$ cat src/rtl/reg_file_param_if.sv
// reg_file_param_if: operand/write-back/scoreboard bundle for reg_file_param.
//   Rs_ID, Rt_ID        read indices (A, B)
//   Rs_data_ID          read data A
//   Rt_data_ID          read data B after store masking
//   RegWrite, RegWr_ID  write enable and index
//   Write_data          raw write data
//   Load_size           extract size 00 word, 01 half, 10 byte, 11 word
//   Load_signed         1 = sign-extend the extracted field
//   Store_size          Rt masking size, same encoding as Load_size
//   Issue_load          load to Issue_ID enters the pipe
//   Issue_ID            destination index of the issued load
//   Stall               a read operand is pending
//   Busy_vec            per-register pending-load flags
// The slave modport is the register file; the master modport is the pipeline driving it.
interface reg_file_param_if #(
    parameter int unsigned DATA_W = 32,
    parameter int unsigned ADDR_W = 5
);
    localparam int unsigned NREGS = 2 ** ADDR_W;

    logic [ADDR_W-1:0] Rs_ID;
    logic [ADDR_W-1:0] Rt_ID;
    logic [DATA_W-1:0] Rs_data_ID;
    logic [DATA_W-1:0] Rt_data_ID;
    logic              RegWrite;
    logic [ADDR_W-1:0] RegWr_ID;
    logic [DATA_W-1:0] Write_data;
    logic [1:0]        Load_size;
    logic              Load_signed;
    logic [1:0]        Store_size;
    logic              Issue_load;
    logic [ADDR_W-1:0] Issue_ID;
    logic              Stall;
    logic [NREGS-1:0]  Busy_vec;

    modport master (
        output Rs_ID, Rt_ID, RegWrite, RegWr_ID, Write_data, Load_size, Load_signed,
               Store_size, Issue_load, Issue_ID,
        input  Rs_data_ID, Rt_data_ID, Stall, Busy_vec
    );

    modport slave (
        input  Rs_ID, Rt_ID, RegWrite, RegWr_ID, Write_data, Load_size, Load_signed,
               Store_size, Issue_load, Issue_ID,
        output Rs_data_ID, Rt_data_ID, Stall, Busy_vec
    );
endinterface

$ cat src/rtl/reg_file_param.sv
// reg_file_param: 2-read/1-write register file with load extension, write-to-read bypass,
// store masking on read port B and a per-register pending-load scoreboard.
//   clk    sole clock, rising edge active
//   rst_n  asynchronous active-low reset
//   bus    reg_file_param_if.slave (read ports, write port, scoreboard; see interface)
// Register 0 is hard-wired to zero and can never be marked busy.
module reg_file_param #(
    parameter int unsigned DATA_W = 32,
    parameter int unsigned ADDR_W = 5
) (
    input logic              clk,
    input logic              rst_n,
    reg_file_param_if.slave  bus
);
    localparam int unsigned NREGS = 2 ** ADDR_W;

    logic [DATA_W-1:0] r_regs [NREGS];
    logic [NREGS-1:0]  r_busy;

    logic [DATA_W-1:0] w_wv;
    logic              w_wr_en;
    logic [DATA_W-1:0] w_rs_val;
    logic [DATA_W-1:0] w_rt_val;
    logic [DATA_W-1:0] w_rt_masked;
    logic              w_rs_stall;
    logic              w_rt_stall;
    logic [NREGS-1:0]  w_set_vec;
    logic [NREGS-1:0]  w_clr_vec;
    logic [NREGS-1:0]  w_busy_d;

    // Effective write value: extract and extend per load size; word ignores Load_signed.
    always_comb begin
        w_wv = bus.Write_data;
        case (bus.Load_size)
            2'b10: w_wv = {{(DATA_W - 8){bus.Load_signed & bus.Write_data[7]}},
                           bus.Write_data[7:0]};
            2'b01: w_wv = {{(DATA_W - 16){bus.Load_signed & bus.Write_data[15]}},
                           bus.Write_data[15:0]};
            default: w_wv = bus.Write_data;
        endcase
    end

    assign w_wr_en = bus.RegWrite && (bus.RegWr_ID != '0);

    // r_regs[0] is never written, so it holds the reset value of zero.
    always_ff @(posedge clk or negedge rst_n) begin
        if (!rst_n) begin
            for (int i = 0; i < NREGS; i++) begin
                r_regs[i] <= '0;
            end
        end else if (w_wr_en) begin
            r_regs[bus.RegWr_ID] <= w_wv;
        end
    end

    // Same-cycle bypass of the write value onto either read port.
    assign w_rs_val = (w_wr_en && (bus.RegWr_ID == bus.Rs_ID)) ? w_wv : r_regs[bus.Rs_ID];
    assign w_rt_val = (w_wr_en && (bus.RegWr_ID == bus.Rt_ID)) ? w_wv : r_regs[bus.Rt_ID];

    always_comb begin
        w_rt_masked = w_rt_val;
        case (bus.Store_size)
            2'b10: w_rt_masked = {{(DATA_W - 8){1'b0}}, w_rt_val[7:0]};
            2'b01: w_rt_masked = {{(DATA_W - 16){1'b0}}, w_rt_val[15:0]};
            default: w_rt_masked = w_rt_val;
        endcase
    end

    // Scoreboard: set beats clear on the same index; bit 0 is never set.
    assign w_set_vec = bus.Issue_load ? (NREGS'(1) << bus.Issue_ID) : '0;
    assign w_clr_vec = bus.RegWrite ? (NREGS'(1) << bus.RegWr_ID) : '0;
    assign w_busy_d  = (w_set_vec | (r_busy & ~w_clr_vec)) & ~NREGS'(1);

    always_ff @(posedge clk or negedge rst_n) begin
        if (!rst_n) begin
            r_busy <= '0;
        end else begin
            r_busy <= w_busy_d;
        end
    end

    // A pending operand is released in the cycle its write-back arrives (bypass covers it).
    assign w_rs_stall = (bus.Rs_ID != '0) && r_busy[bus.Rs_ID] &&
                        !(bus.RegWrite && (bus.RegWr_ID == bus.Rs_ID));
    assign w_rt_stall = (bus.Rt_ID != '0) && r_busy[bus.Rt_ID] &&
                        !(bus.RegWrite && (bus.RegWr_ID == bus.Rt_ID));

    // Outputs are forced to zero while reset is held, even if a bypass is presented.
    assign bus.Rs_data_ID = rst_n ? w_rs_val : '0;
    assign bus.Rt_data_ID = rst_n ? w_rt_masked : '0;
    assign bus.Stall      = rst_n && (w_rs_stall || w_rt_stall);
    assign bus.Busy_vec   = r_busy;
endmodule
$ cat src/flat_wrapper.sv
// flat-port wrapper written by rule: the top's interface ports become plain ports
module reg_file_param_flat 
#(
    parameter int unsigned DATA_W = 32,
    parameter int unsigned ADDR_W = 5
)
  (clk, rst_n, bus_Rs_ID, bus_Rt_ID, bus_RegWrite, bus_RegWr_ID, bus_Write_data, bus_Load_size, bus_Load_signed, bus_Store_size, bus_Issue_load, bus_Issue_ID, bus_Rs_data_ID, bus_Rt_data_ID, bus_Stall, bus_Busy_vec);
  reg_file_param_if #(.DATA_W(DATA_W), .ADDR_W(ADDR_W)) bus_i ();
  input logic clk;
  input logic rst_n;
  input wire logic [$bits(bus_i.Rs_ID)-1:0] bus_Rs_ID;
  input wire logic [$bits(bus_i.Rt_ID)-1:0] bus_Rt_ID;
  input wire logic [$bits(bus_i.RegWrite)-1:0] bus_RegWrite;
  input wire logic [$bits(bus_i.RegWr_ID)-1:0] bus_RegWr_ID;
  input wire logic [$bits(bus_i.Write_data)-1:0] bus_Write_data;
  input wire logic [$bits(bus_i.Load_size)-1:0] bus_Load_size;
  input wire logic [$bits(bus_i.Load_signed)-1:0] bus_Load_signed;
  input wire logic [$bits(bus_i.Store_size)-1:0] bus_Store_size;
  input wire logic [$bits(bus_i.Issue_load)-1:0] bus_Issue_load;
  input wire logic [$bits(bus_i.Issue_ID)-1:0] bus_Issue_ID;
  output wire logic [$bits(bus_i.Rs_data_ID)-1:0] bus_Rs_data_ID;
  output wire logic [$bits(bus_i.Rt_data_ID)-1:0] bus_Rt_data_ID;
  output wire logic [$bits(bus_i.Stall)-1:0] bus_Stall;
  output wire logic [$bits(bus_i.Busy_vec)-1:0] bus_Busy_vec;
  assign bus_i.Rs_ID = bus_Rs_ID;
  assign bus_i.Rt_ID = bus_Rt_ID;
  assign bus_i.RegWrite = bus_RegWrite;
  assign bus_i.RegWr_ID = bus_RegWr_ID;
  assign bus_i.Write_data = bus_Write_data;
  assign bus_i.Load_size = bus_Load_size;
  assign bus_i.Load_signed = bus_Load_signed;
  assign bus_i.Store_size = bus_Store_size;
  assign bus_i.Issue_load = bus_Issue_load;
  assign bus_i.Issue_ID = bus_Issue_ID;
  assign bus_Rs_data_ID = bus_i.Rs_data_ID;
  assign bus_Rt_data_ID = bus_i.Rt_data_ID;
  assign bus_Stall = bus_i.Stall;
  assign bus_Busy_vec = bus_i.Busy_vec;
  reg_file_param #(.DATA_W(DATA_W), .ADDR_W(ADDR_W)) u_core (.clk(clk), .rst_n(rst_n), .bus(bus_i));
endmodule
$ cat config.mk
export PLATFORM = sky130hd
export DESIGN_NAME = reg_file_param_flat
export DESIGN_NICKNAME = d
export VERILOG_FILES = /design/src/rtl/reg_file_param_if.sv /design/src/rtl/reg_file_param.sv /design/src/flat_wrapper.sv
export SDC_FILE = /design/constraint.sdc
export NUM_CORES = 2
export LEC_CHECK = 0
export CAP_MARGIN = 10
export CORE_MARGIN = 10
export CORE_UTILIZATION = 30
export DETAILED_ROUTE_END_ITERATION = 12
export DONT_BUFFER_PORTS = 1
export PLACE_DENSITY_LB_ADDON = 0.05
export SLEW_MARGIN = 15
export SYNTH_ARGS = -nofsm -noshare
export SYNTH_HDL_FRONTEND = slang
export SYNTH_SLANG_ARGS = --single-unit
$ cat constraint.sdc
create_clock -name clk -period 3.25 [get_ports clk]
set_input_delay 0.65 -clock clk [delete_from_list [all_inputs] [get_ports clk]]
set_output_delay 0.65 -clock clk [all_outputs]
set_load 0.01 [all_outputs]
==> results.cfg <==
[outcome]
status = finished with violations
failed_checks = hold timing, setup timing

[critical_path]
crit_type = in2out
slowest_delay_ns = 0.78
crit_path_start = bus_Rt_ID[0]
critPathCaptureType = output port
cp_num_buf_inv = 2
r2r-start = u_core.bus.Busy_vec[12]$_DFF_PN0_
critPathArrivalTime_ns = 2.84
cp_max_fo = 215
path_cells = mux4_2 > a221oi_2 > a22oi_1 > buf_4 > a31o_1 > buf_12
cpMaxStageDelayCell = mux4_2
worst_setup_path_start_kind = input port
cp.required_ns = 2.60
path_delay_family = multiplexers

[timing]
max_slew.worst_pin.slew_ns = 1.148
hold_viol = 163
finalMaxSlewViolations = 0
period_minus_slack_ns = 3.486
worst_slack_ns = -0.2361
whs_ns = -0.4049
timing.fmax_mhz = 286.9
slew_headroom_pct = 23.27
setup_viol = 52
fin_skew_ns = 0
fin_crit_sh_pct = 107.3
rsz0062_at_grt = true

[yosys]
syn_nets = 4704
syn_inst = 4640
synth-edff-count = 0
synth_cell_types = 69
syn_area_um2 = 55270
ys_warn_count = 0
synth-seq-area-share_pct = 47.77
synth.avg_cell_area_um2 = 11.91
async_flop_share_pct = 100.0
ys_dominant_reg_cell = dfrtp_1
synth_seq_cells = 1055

[clock_tree]
cts_buffer_depth = 3
cts_root_buffer = clkbuf_16
clock_latency_ns = 0.77
htree_levels = 4
numClockSinks = 1055
cts_tree = yes
cts_buffers = 136
clkTransAtPathRegs_ns = 0.06
holdBufCountCts = 21

[floorplanning]
num_rows = 157
io_pins = 158
die_area_um2 = 201800
chipWidth_um = 449.2
die_y_um = 449.2
core_area_um2 = 183100
start_util_pct = 30.19

[global_routing]
grt_max_degree = 269
grt_first_pass_wirelength_um = 333400
grt-ovfl-total = 0
gr-usage-all-layers_pct = 22.89
antenna_found_initial = 6
grt_pass1_vias = 40400

[cells_and_area]
layout.nets = 4690
area_growth_pct = 20.39
mostFrequentLayoutCells = dfrtp_1 (1,045), mux4_2 (517), nand2_1 (447)
finalInstanceArea_um2 = 66540
drive_gt1_share_pct = 35.04
post-route-util_pct = 36.34
layout_commonest_cell = dfrtp_1

[drt]
vias = 40050
drc = 0
ant_nets = 0
drt_iter0_drc = 3389
drt-pass1-iter-count = 5
vias_per_cell = 5.556
totalWireLength_um = 242500
post_drt_wl_per_cell_um = 33.64

[placement]
place_hpwl_um = 138100
gp_congestion = 0.7906
post_dp_cell_area_um2 = 59430
portBuffers = 0

[min_path]
hold_class = in2async

[pwr]
p_leak_nw = 27.35
vdd.ir_drop.worst_uv = 334.7
p_per_area_nw_per_um2 = 635.1

[job]
cap_violations = 0
-- what timing repair did --
action                                  4_1_cts  5_1_grt
buffers inserted                             12       31
cloned                                        2       20
endpoints found under the setup margin       56       60
resized for setup                           201      102
endpoints found under the hold margin       647      163
pin swaps                                   100       51
-- final timing paths --
check                      depth (start not counted)  slack [ns]                                end
setup reg to reg                                   4        1.78  u_core.bus.Busy_vec[12]$_DFF_PN0_
hold reg to reg                                    0        0.39    u_core.r_regs[1016]$_DFFE_PN0P_
min in group clk                                   3        0.16  u_core.bus.Busy_vec[14]$_DFF_PN0_
hold / removal                                     0       -0.40      u_core.r_regs[67]$_DFFE_PN0P_
max in group asynchronous                          2        2.05     u_core.r_regs[514]$_DFFE_PN0P_
setup / recovery                                   6       -0.24                 bus_Rt_data_ID[26]
-- through the flow --
| step | std cells | total power, mW | worst slack [ns] | setup TNS, ns |
|---|---|---|---|---|
| after floorplan | 4640 | 23.38 | 0.4001 | 0 |
| after global placement | 6869 | 25.99 | -1.007 | -19.15 |
| after detailed placement | 6873 | 26.18 | -0.4913 | -7.373 |
| after CTS | 7150 | 42.22 | -0.1421 | -1.604 |
| after global routing | 7209 | 44.24 | -0.2251 | -3.105 |
| final | 7209 | 42.26 | -0.2361 | -5.687 |
-- cell type report --
type / instances / area [µm²]
antenna: 11 / 27.53
clock buffer: 212 / 4178
clock inverter: 34 / 294.0
fill: 18080 / 116500
inverter: 18 / 67.56
multi-input combinational: 3038 / 27890
sequential: 1055 / 26410
tap: 2464 / 3083
timing repair buffer: 377 / 4587
-- layer usage --
layer | GRT usage (%) | up-vias | wire length, µm
li1 | - | 17270 | -
met3 | 2.775 | 289 | 8410
met1 | 30.70 | 21550 | 106300
met2 | 38.54 | 941 | 119200
met5 | 0 | - | 0
met4 | 7.234 | 0 | 8574
-- synthesized netlist by cell type, types with 12 or more instances --
| library cell | instances | share of area [%] |
|---|---|---|
| a22o_1 | 16 | 0.25 |
| nor3_1 | 15 | 0.14 |
| a21oi_1 | 422 | 3.8 |
| mux2_2 | 248 | 5.1 |
| nand3_1 | 20 | 0.18 |
| inv_1 | 17 | 0.12 |
| o22ai_1 | 77 | 0.87 |
| dfrtp_1 | 1055 | 48 |
| a211oi_1 | 34 | 0.46 |
| buf_6 | 43 | 0.88 |
| nor2b_1 | 12 | 0.14 |
| mux4_2 | 514 | 21 |
| nor2_1 | 430 | 2.9 |
| a22oi_1 | 196 | 2.7 |
| mux2i_1 | 15 | 0.27 |
| buf_2 | 123 | 1.1 |
| nand2_1 | 491 | 3.3 |
| buf_4 | 46 | 0.62 |
| o21ai_0 | 392 | 3.5 |
| clkbuf_1 | 309 | 2.1 |
-- worst reg2reg max path, delay by kind of cell (launching register included) --
| kind | cells | cell delay, ns |
|---|---|---|
| AO/OA/AOI/OAI | 1 | 0.06 |
| buffers and inverters | 3 | 0.89 |
| flip-flops | 1 | 0.40 |
-- cell families (layout without fill, tap and decap cells) --
group	after synthesis	count (layout)	share of synthesized area, %
other	1	12	0.006785
DFF	1055	1055	47.77
muxes	787	787	26.74
adders and majority gates	3	3	0.06792
buffers and inverters	547	641	4.935
xor gates and xnor gates	10	10	0.1992
AOI/OAI and AO/OA	1201	1201	12.69
and+or+nand+nor	1036	1036	7.590
-- power breakdown --
part / switching [mW] / leakage, nW / internal, mW / total [mW]
clock network: 6.27 / 2.22 / 9.07 / 15.3
logic: 4.29 / 11.7 / 4.85 / 9.14
registers: 2.02 / 13.4 / 15.8 / 17.8
total: 12.6 / 27.3 / 29.7 / 42.3
-- state kept, by name, summed over array words and instances (netlist names) --
signal               cells
u_core.bus.Busy_vec     31
u_core.r_regs         1024
Power figures use the tool's default switching activity.
